`config.mk`:
```
export PLATFORM = sky130hd
export DESIGN_NAME = fetch_queue
export DESIGN_NICKNAME = d
export VERILOG_FILES = /design/src/rtl/fetch_queue.sv
export SDC_FILE = /design/constraint.sdc
export NUM_CORES = 1
export LEC_CHECK = 0
export BUFFER_PORTS_ARGS = -buffer_cell sky130_fd_sc_hd__clkbuf_2
export CORE_MARGIN = 4
export CORE_UTILIZATION = 61
export DETAILED_ROUTE_END_ITERATION = 6
export PLACE_DENSITY = 0.86
export SLEW_MARGIN = 15
export SYNTH_ARGS = -nofsm -noshare
export SYNTH_HDL_FRONTEND = slang
export SYNTH_SLANG_ARGS = --single-unit
```
`constraint.sdc`:
```
create_clock -name clk_i -period 9.1 [get_ports clk_i]
set_clock_uncertainty 0.15 [all_clocks]
set_input_delay 1.82 -clock clk_i [delete_from_list [all_inputs] [get_ports clk_i]]
set_output_delay 1.82 -clock clk_i [all_outputs]
set_load 0.02 [all_outputs]
```
`src/rtl/fetch_queue.sv`:
```
// Instruction fetch queue: compacts up to NR_IN valid fetch slots per cycle into a
// circular buffer and hands them to decode one per cycle over valid/ready.

package tortoise_pkg;
  localparam int unsigned IFQ_DEPTH       = 8;
  localparam int unsigned INSTR_PER_FETCH = 2;

  typedef struct packed {
    logic       valid;
    logic [3:0] cause;
  } exception_t;

  typedef struct packed {
    logic        taken;
    logic [31:0] target;
  } predict_t;

  typedef struct packed {
    logic        valid;
    logic [31:0] addr;
    logic [31:0] instr;
    exception_t  ex;
    predict_t    predict;
  } fetch_entry_t;
endpackage

module fetch_queue
  import tortoise_pkg::*;
#(
  parameter int unsigned DEPTH = IFQ_DEPTH,
  parameter int unsigned NR_IN = INSTR_PER_FETCH
) (
  input  logic                         clk_i,
  input  logic                         rst_i,
  input  logic                         flush_i,
  input  fetch_entry_t [NR_IN-1:0]     fetch_entry_i,
  output logic                         fetch_ready_o,
  output fetch_entry_t                 decode_entry_o,
  output logic                         decode_valid_o,
  input  logic                         decode_ready_i,
  output logic [$clog2(DEPTH+1)-1:0]   count_o
);

  localparam int unsigned PTR_W = $clog2(DEPTH);
  localparam int unsigned CNT_W = $clog2(DEPTH + 1);

  fetch_entry_t     mem [DEPTH];
  logic [PTR_W-1:0] wptr;
  logic [PTR_W-1:0] rptr;
  logic [CNT_W-1:0] count;

  logic [PTR_W-1:0] widx [NR_IN];
  logic [CNT_W-1:0] n_push;
  logic [CNT_W-1:0] count_next;
  logic             push;
  logic             pop;

  // Each valid slot lands at wptr plus the number of valid slots below it.
  always_comb begin
    n_push = '0;
    for (int k = 0; k < NR_IN; k++) begin
      widx[k] = wptr + PTR_W'(n_push);
      if (fetch_entry_i[k].valid) n_push = n_push + CNT_W'(1);
    end
  end

  assign fetch_ready_o  = count <= CNT_W'(DEPTH - NR_IN);
  assign decode_valid_o = count != '0;
  assign count_o        = count;
  assign push           = fetch_ready_o && !flush_i;
  assign pop            = decode_valid_o && decode_ready_i && !flush_i;
  assign count_next     = count + (push ? n_push : CNT_W'(0)) - CNT_W'(pop);

  always_ff @(posedge clk_i) begin
    if (rst_i || flush_i) begin
      wptr  <= '0;
      rptr  <= '0;
      count <= '0;
    end else begin
      if (push) wptr <= wptr + PTR_W'(n_push);
      if (pop)  rptr <= rptr + PTR_W'(1);
      count <= count_next;
    end
  end

  // Storage is never cleared; stale contents are masked by count.
  always_ff @(posedge clk_i) begin
    if (push && !rst_i) begin
      for (int k = 0; k < NR_IN; k++) begin
        if (fetch_entry_i[k].valid) mem[widx[k]] <= fetch_entry_i[k];
      end
    end
  end

  always_comb begin
    decode_entry_o = '0;
    if (decode_valid_o) begin
      decode_entry_o       = mem[rptr];
      decode_entry_o.valid = 1'b1;
    end
  end

  always_ff @(posedge clk_i) begin
    if (!rst_i) begin
      a_count_bound : assert (count <= CNT_W'(DEPTH));
      a_ptr_count   : assert ((wptr - rptr) == PTR_W'(count));
    end
  end

endmodule

```
==> results by group, run 1 <==
Clock tree
  – H-tree lvl count: 3
  – Setup bufs post-CTS: 0
  – Clock sinks: 829
  – CTS Buffer Depth: 3
  – Total CTS buffers: 85
  – CTS tree: yes
  – Hold Buf Count CTS: 0
  – CTS Root Cell: clkbuf_16
  – Worst-path clk slew: 0.06 ns
  – Clock Latency Late Sink: 0.63 ns
  – Resize count post-CTS: 0

STA
  – Setup WS post-layout: 3.610 ns
  – Worst Tran Pin Value: 1.155 ns
  – Final Setup Violations: 0
  – Max Fclk: between 150 and 200 MHz
  – Setup TNS Final: 0 ns
  – Pins Over Slew Limit: 0
  – Unrepaired setup endpoints after global routing: false
  – Final hold vios: 0
  – Final period util: 0.6033
  – Minimum clock period: between 5 and 6 ns
  – Worst relative slew slack: 0.2298

Cells and area
  – Fill count: 4,558
  – Register area: 24,770 sq um
  – Multi-input gate area: 16,960 sq um
  – Area Overhead vs Synth: 11.30%
  – Layout cells sized above 1: 0.4256
  – Nets: 3,234

Logic synthesis
  – Share of synthesized registers carrying an async set or reset: 0
  – Synth unique cells: 34
  – Synth warn: 0
  – Mean Syn Cell Area: ~15 sq um
  – Most common cell in the netlist: edfxtp_1
  – Synth cell count leaders: edfxtp_1, mux2_2, mux2i_1
  – Yosys top cell by area: edfxtp_1
  – Synth top area cells: edfxtp_1, mux2_2, mux2i_1, mux2_4, a22oi_1
  – Ys flop type: edfxtp_1
  – Sequential share of the synthesized area: 0.5795
  – Cell Area, Synth: 42,730 sq um
  – Post-synth EDFFs: a little over 800
  – Mapped Cells: 2,769
  – Synthesized Nets: 2,993
  – FF+latch count, synth: 829
  – Post-synth top area share: 0.5734

Flow run
  – Max-cap violations: 0

Route
  – Via density: 6.386
  – DRC: 0
  – Wire per inst: 26.77 um
  – DR iter-0 viols: 2,471
  – First-pass DRT Iterations: 5
  – Antenna Nets Post-Route: 0
  – DR vias: approximately 26,000
  – Drt total wl: 108.3 mm

Worst setup path
  – Worst Setup End Kind: primary output
  – Worst Path Max Fanout: 66
  – CP Data Required Time: 7.13 ns
  – Worst R2R Start: wptr[0]
  – Startpoint types: flop
  – CP max stage delay: 0.98 ns
  – Top delay family on crit path: buffers and inverters
  – CP max stage cell: buf_4
  – Crit path kind: reg -> out
  – Cell Chain, Critical Path: or2_4 -> buf_4 -> a211oi_1 -> a21oi_1 -> and3_1 -> clkbuf_2
  – CP Data Arrival Time: 3.52 ns
  – Flop2flop setup slack: 5.10 ns
  – Worst path bufs/invs: 2

Global routing
  – Vias in the first global route: 27,124
  – First-pass GRT wire length: 162.1 mm
  – Largest net degree at the start of global routing: 183
  – Gr usage total: 0.2837
  – Initial antenna violation count: 38
  – GRT overflow: 0

Placed design
  – Placer Congestion: 0.8661
  – Hpwl dp: 59.38 mm
  – Pre-CTS setup slack: 3.723 ns
  – Buffers added on ports: 318

Floorplan
  – Core ar.: 69,070 sq um
  – Die area: approximately 74,000 sq um
  – Initial Utilization: 0.6187
  – Rows: 96
  – Die height: 272.7 um
  – Io pins: approximately 320
  – Die width: roughly 270 um

Power
  – Leak: 16.40 nW
  – Max VDD drop: between 0.0001 and 0.00015 V
  – Final Power: 8.705 mW
  – P per Cell Area: 183.0 nW/um^2

Worst hold path
  – Hold Startpoint: rptr[1]
  – Worst min path class: reg -> reg

Run status
  – Outcome: finished, final reports clean
final timing paths:
path / endpoint / cells past startpoint
max: decode_entry_o[86] / 6
min: flop / 2
min reg2reg: flop / 2
max reg2reg: mem[0][56] / 8
sequential cells by signal (all words and copies together), names as in the netlist, named ones only:
signal / cells
mem: 816
count_o: 4
rptr: 3
wptr: 3
layout make-up:
type	instances	area share
Sequential cell	829	0.5208
Antenna cell	36	0.001894
Clock inverter	48	0.007130
Inverter	7	0.0005525
Multi-Input combinational cell	1726	0.3567
Timing Repair Buffer	361	0.04157
Tap cell	931	0.02449
Clock buffer	107	0.04691
cell families after synthesis:
| group | after synthesis | share of synthesized area |
|---|---|---|
| buffers and inverters | 214 | 0.02659 |
| XOR/XNOR | 7 | 0.001611 |
| multiplexers | 1124 | 0.3012 |
| flip-flops | 829 | 0.5795 |
| AO/OA/AOI/OAI | 318 | 0.04960 |
| AND/OR/NAND/NOR | 263 | 0.03698 |
| adder cells (fa/ha/maj) | 14 | 0.004451 |
stage by stage:
step | hold slack [ns] | cell area, sq um | utilization | instances
detailed placement | 0.3377 | 44900 | 0.6501 | 3854
floorplan | 0.3041 | 42730 | - | 2769
finish | 0.3560 | 47560 | 0.6886 | 4045
global placement | 0.3050 | 44900 | 0.6501 | 3854
CTS | 0.3524 | 47470 | 0.6873 | 4009
global route | 0.3912 | 47530 | 0.6882 | 4033
placed cells by master (no fill, tap or decap), types with 38 or more instances in the layout:
cell type,synthesis,routed
nor2b_1,109,107
mux2_2,656,656
edfxtp_1,816,816
clkbuf_2,0,318
mux2i_1,308,308
buf_4,26,38
a21oi_1,109,104
clkbuf_16,0,86
and3_1,102,102
a22oi_1,103,103
a211oi_1,102,102
mux2_4,160,160
worst min-delay path: cells and delay by family, from the launching register on:
family / cells / cell delay (ns)
DFF: 1 / 0.31
and+or+nand+nor: 1 / 0.06
AOI/OAI and AO/OA: 1 / 0.08
per-layer routing:
metal	share of wire	track usage	up-vias
met2	0.52	0.4983	983
li1	-	-	11450
met5	0.00085	0	-
met4	0.037	0.1304	14
met1	0.37	0.3382	13139
met3	0.070	0.05689	247
power breakdown:
| part | internal (mW) | switching [mW] |
|---|---|---|
| Sequential | 4.28 | 0.0188 |
| Clock | 1.85 | 1.44 |
| Combinational | 0.432 | 0.694 |
Power figures use the tool's default switching activity.
==> run 2: changes to the inputs <==
Clock period 9.1 ns to 5.15 ns, I/O delays scaled along.
==> run 2 against run 1 <==
  * Power rose by 78%
  * Critical path depth stayed put
  * Clock power increased by 79%
  * Sequential share of layout area down 0.67 points
  * Count of clock-buffer cells in the layout grew 4
  * First-iteration DRC count is 15% higher
  * Via count up 1.7%
  * Critical endpoint is now decode_entry_o[17]
  * Largest cell class unchanged
==> results by group, run 2 (same netlist as run 1, synthesis figures left out) <==
Run status
  – Outcome: finished, final reports clean (unchanged)

Floorplan
  – Die width: 272.7 um (unchanged)
  – Initial Utilization: 0.6187 (unchanged)
  – Die area: 74,350 sq um (unchanged)
  – Die height: 272.7 um (unchanged)
  – Io pins: 319 (unchanged)
  – Core ar.: 69,070 sq um (unchanged)
  – Rows: 96 (unchanged)

Route
  – Via density: 6.488 (was 6.386)
  – First-pass DRT Iterations: 5 (unchanged)
  – Drt total wl: 112.3 mm (was 108.3 mm)
  – DR iter-0 viols: 2,834 (was 2,471)
  – DRC: 0 (unchanged)
  – Wire per inst: 27.74 um (was 26.77 um)
  – Antenna Nets Post-Route: 0 (unchanged)
  – DR vias: 26,277 (was 25,833)

Worst hold path
  – Worst min path class: reg -> reg (unchanged)
  – Hold path cells: 2 (unchanged)
  – Hold Startpoint: rptr[1] (unchanged)

Worst setup path
  – Worst Setup End Kind: primary output (unchanged)
  – Crit path kind: reg -> out (unchanged)
  – R2R Path End: count_o[2] (was mem[0][56])
  – CP Data Required Time: 3.97 ns (was 7.13 ns)
  – Worst path bufs/invs: 3 (was 2)
  – Worst R2R Start: count_o[2] (was wptr[0])
  – CP max stage cell: or3b_4 (was buf_4)
  – Cell Chain, Critical Path: inv_1 -> ha_1 -> or3b_4 -> buf_4 -> and3_1 -> clkbuf_2 (was or2_4 -> buf_4 -> a211oi_1 -> a21oi_1 -> and3_1 -> clkbuf_2)
  – Register-to-Register Path Depth: 12 (was 8)
  – Worst Path Max Fanout: 40 (was 66)
  – Flop2flop setup slack: 1.73 ns (was 5.10 ns)
  – CP Data Arrival Time: 3.12 ns (was 3.52 ns)
  – Top delay family on crit path: simple AND/OR/NAND/NOR gates (was buffers and inverters)
  – CP max stage delay: 0.70 ns (was 0.98 ns)
  – Startpoint types: flop (unchanged)

Placed design
  – Placer Congestion: 0.8627 (was 0.8661)
  – Hpwl dp: 62.67 mm (was 59.38 mm)
  – Pre-CTS setup slack: 1.147 ns (was 3.723 ns)
  – Buffers added on ports: 318 (unchanged)
  – DP Cell Count: 3,877 (was 3,854)

STA
  – Setup WS post-layout: 0.8503 ns (was 3.610 ns)
  – Final Setup Violations: 0 (unchanged)
  – Pins Over Slew Limit: 0 (unchanged)
  – Final hold vios: 0 (unchanged)
  – Final period util: 0.8349
  – Worst relative slew slack: 0.3029 (was 0.2298)
  – Minimum clock period: 4.300 ns
  – Worst Tran Pin Value: 1.043 ns (was 1.155 ns)
  – Max Fclk: 232.6 MHz
  – Unrepaired setup endpoints after global routing: false (unchanged)
  – Setup TNS Final: 0 ns (unchanged)

Global routing
  – Initial antenna violation count: 32 (was 38)
  – Gr usage total: 0.2944 (was 0.2837)
  – First-pass GRT wire length: 167.2 mm (was 162.1 mm)
  – Largest net degree at the start of global routing: 103 (was 183)
  – Vias in the first global route: 27,533 (was 27,124)
  – GRT overflow: 0 (unchanged)

Cells and area
  – Max reg flops: 816 (unchanged)
  – Nets: 3,258 (was 3,234)
  – Most frequent cells in the layout: edfxtp_1, mux2_2, clkbuf_2 (unchanged)
  – Non-Filler Instances: 4,050 (was 4,045)
  – Commonest non-fill, non-tap cell in the layout: edfxtp_1 (unchanged)
  – Register area: 24,770 sq um (unchanged)
  – Fill count: 4,447 (was 4,558)
  – Multi-input gate area: 16,960 sq um (unchanged)
  – Layout cells sized above 1: 0.4298 (was 0.4256)
  – Area Overhead vs Synth: 12.75% (was 11.30%)

Power
  – Final Power: 15.47 mW (was 8.705 mW)
  – Leak: 16.62 nW (was 16.40 nW)
  – Max VDD drop: 0.0002382 V (was 0.0001462 V)
  – P per Cell Area: 321.2 nW/um^2 (was 183.0 nW/um^2)

Clock tree
  – Worst-path clk slew: 0.06 ns (about the same)
  – Clock Latency Late Sink: 0.62 ns (was 0.63 ns)
  – Setup bufs post-CTS: 0 (unchanged)
  – Resize count post-CTS: 0 (unchanged)
  – CTS Buffer Depth: 3 (unchanged)
  – Total CTS buffers: 86 (was 85)
  – CTS tree: yes (unchanged)
  – CTS Root Cell: clkbuf_16 (unchanged)
  – Hold Buf Count CTS: 0 (unchanged)
  – H-tree lvl count: 3 (unchanged)
  – Clock sinks: 829 (unchanged)

Flow run
  – Max-cap violations: 0 (unchanged)
-- run 2: cell count changes in the layout (fill, tap and decap cells not counted) --
cell,previous run,this run
clkbuf_16,86,87
buf_12,5,42
inv_6,4,1
clkinv_1,25,16
clkinv_8,1,0
bufinv_16,4,6
clkinv_2,13,8
diode_2,36,29
buf_4,38,24
clkbuf_1,21,24
clkinvlp_4,0,1
-- run 2: stage by stage --
step                        util  hold slack [ns]  cell area, sq um
after floorplan                -           0.3041             42800
after global placement    0.6593           0.2996             45530
after detailed placement  0.6593           0.3264             45530
after CTS                 0.6965           0.3359             48110
after global routing      0.6974           0.3468             48170
final                     0.6976           0.3413             48180
-- run 2: final cells by class --
cell class | count | share of cell area
clock buffers | 111 | 0.04706
clock inverters | 33 | 0.006337
multi-input cells | 1726 | 0.3521
diodes | 29 | 0.001506
well taps | 931 | 0.02418
repair buffers | 384 | 0.05423
inverters | 7 | 0.0005454
flip-flops and latches | 829 | 0.5141
-- run 2: worst max-delay path by stage --
stage                                  start            endpoint  slack, ns  depth (start not counted)
after floorplan           fetch_entry_i[102]           mem[4][0]      0.008                          6
after global placement    fetch_entry_i[102]          mem[7][78]       1.21                          8
after detailed placement  fetch_entry_i[102]          mem[7][45]       1.15                          8
after CTS                         count_o[2]  decode_entry_o[17]       0.89                          6
after global routing              count_o[2]  decode_entry_o[17]       0.79                          6
final                             count_o[2]  decode_entry_o[17]       0.85                          6
-- run 2: per-layer routing --
metal | track usage | up-vias | share of wire
li1 | - | 11501 | -
met1 | 0.3560 | 13410 | 0.37
met2 | 0.5200 | 1144 | 0.52
met3 | 0.04899 | 210 | 0.078
met4 | 0.1332 | 12 | 0.033
met5 | 0 | - | 0.00072
-- run 2: worst min-delay path, cell delays in order (launching register included) --
cell	delay, ns
dfxtp_1	0.32
nand2_1	0.06
a21oi_1	0.07
-- run 2: report_power, final --
| group | internal (mW) | switching (mW) |
|---|---|---|
| Combinational | 0.782 | 1.24 |
| Clock | 3.38 | 2.48 |
| Sequential | 7.56 | 0.0326 |
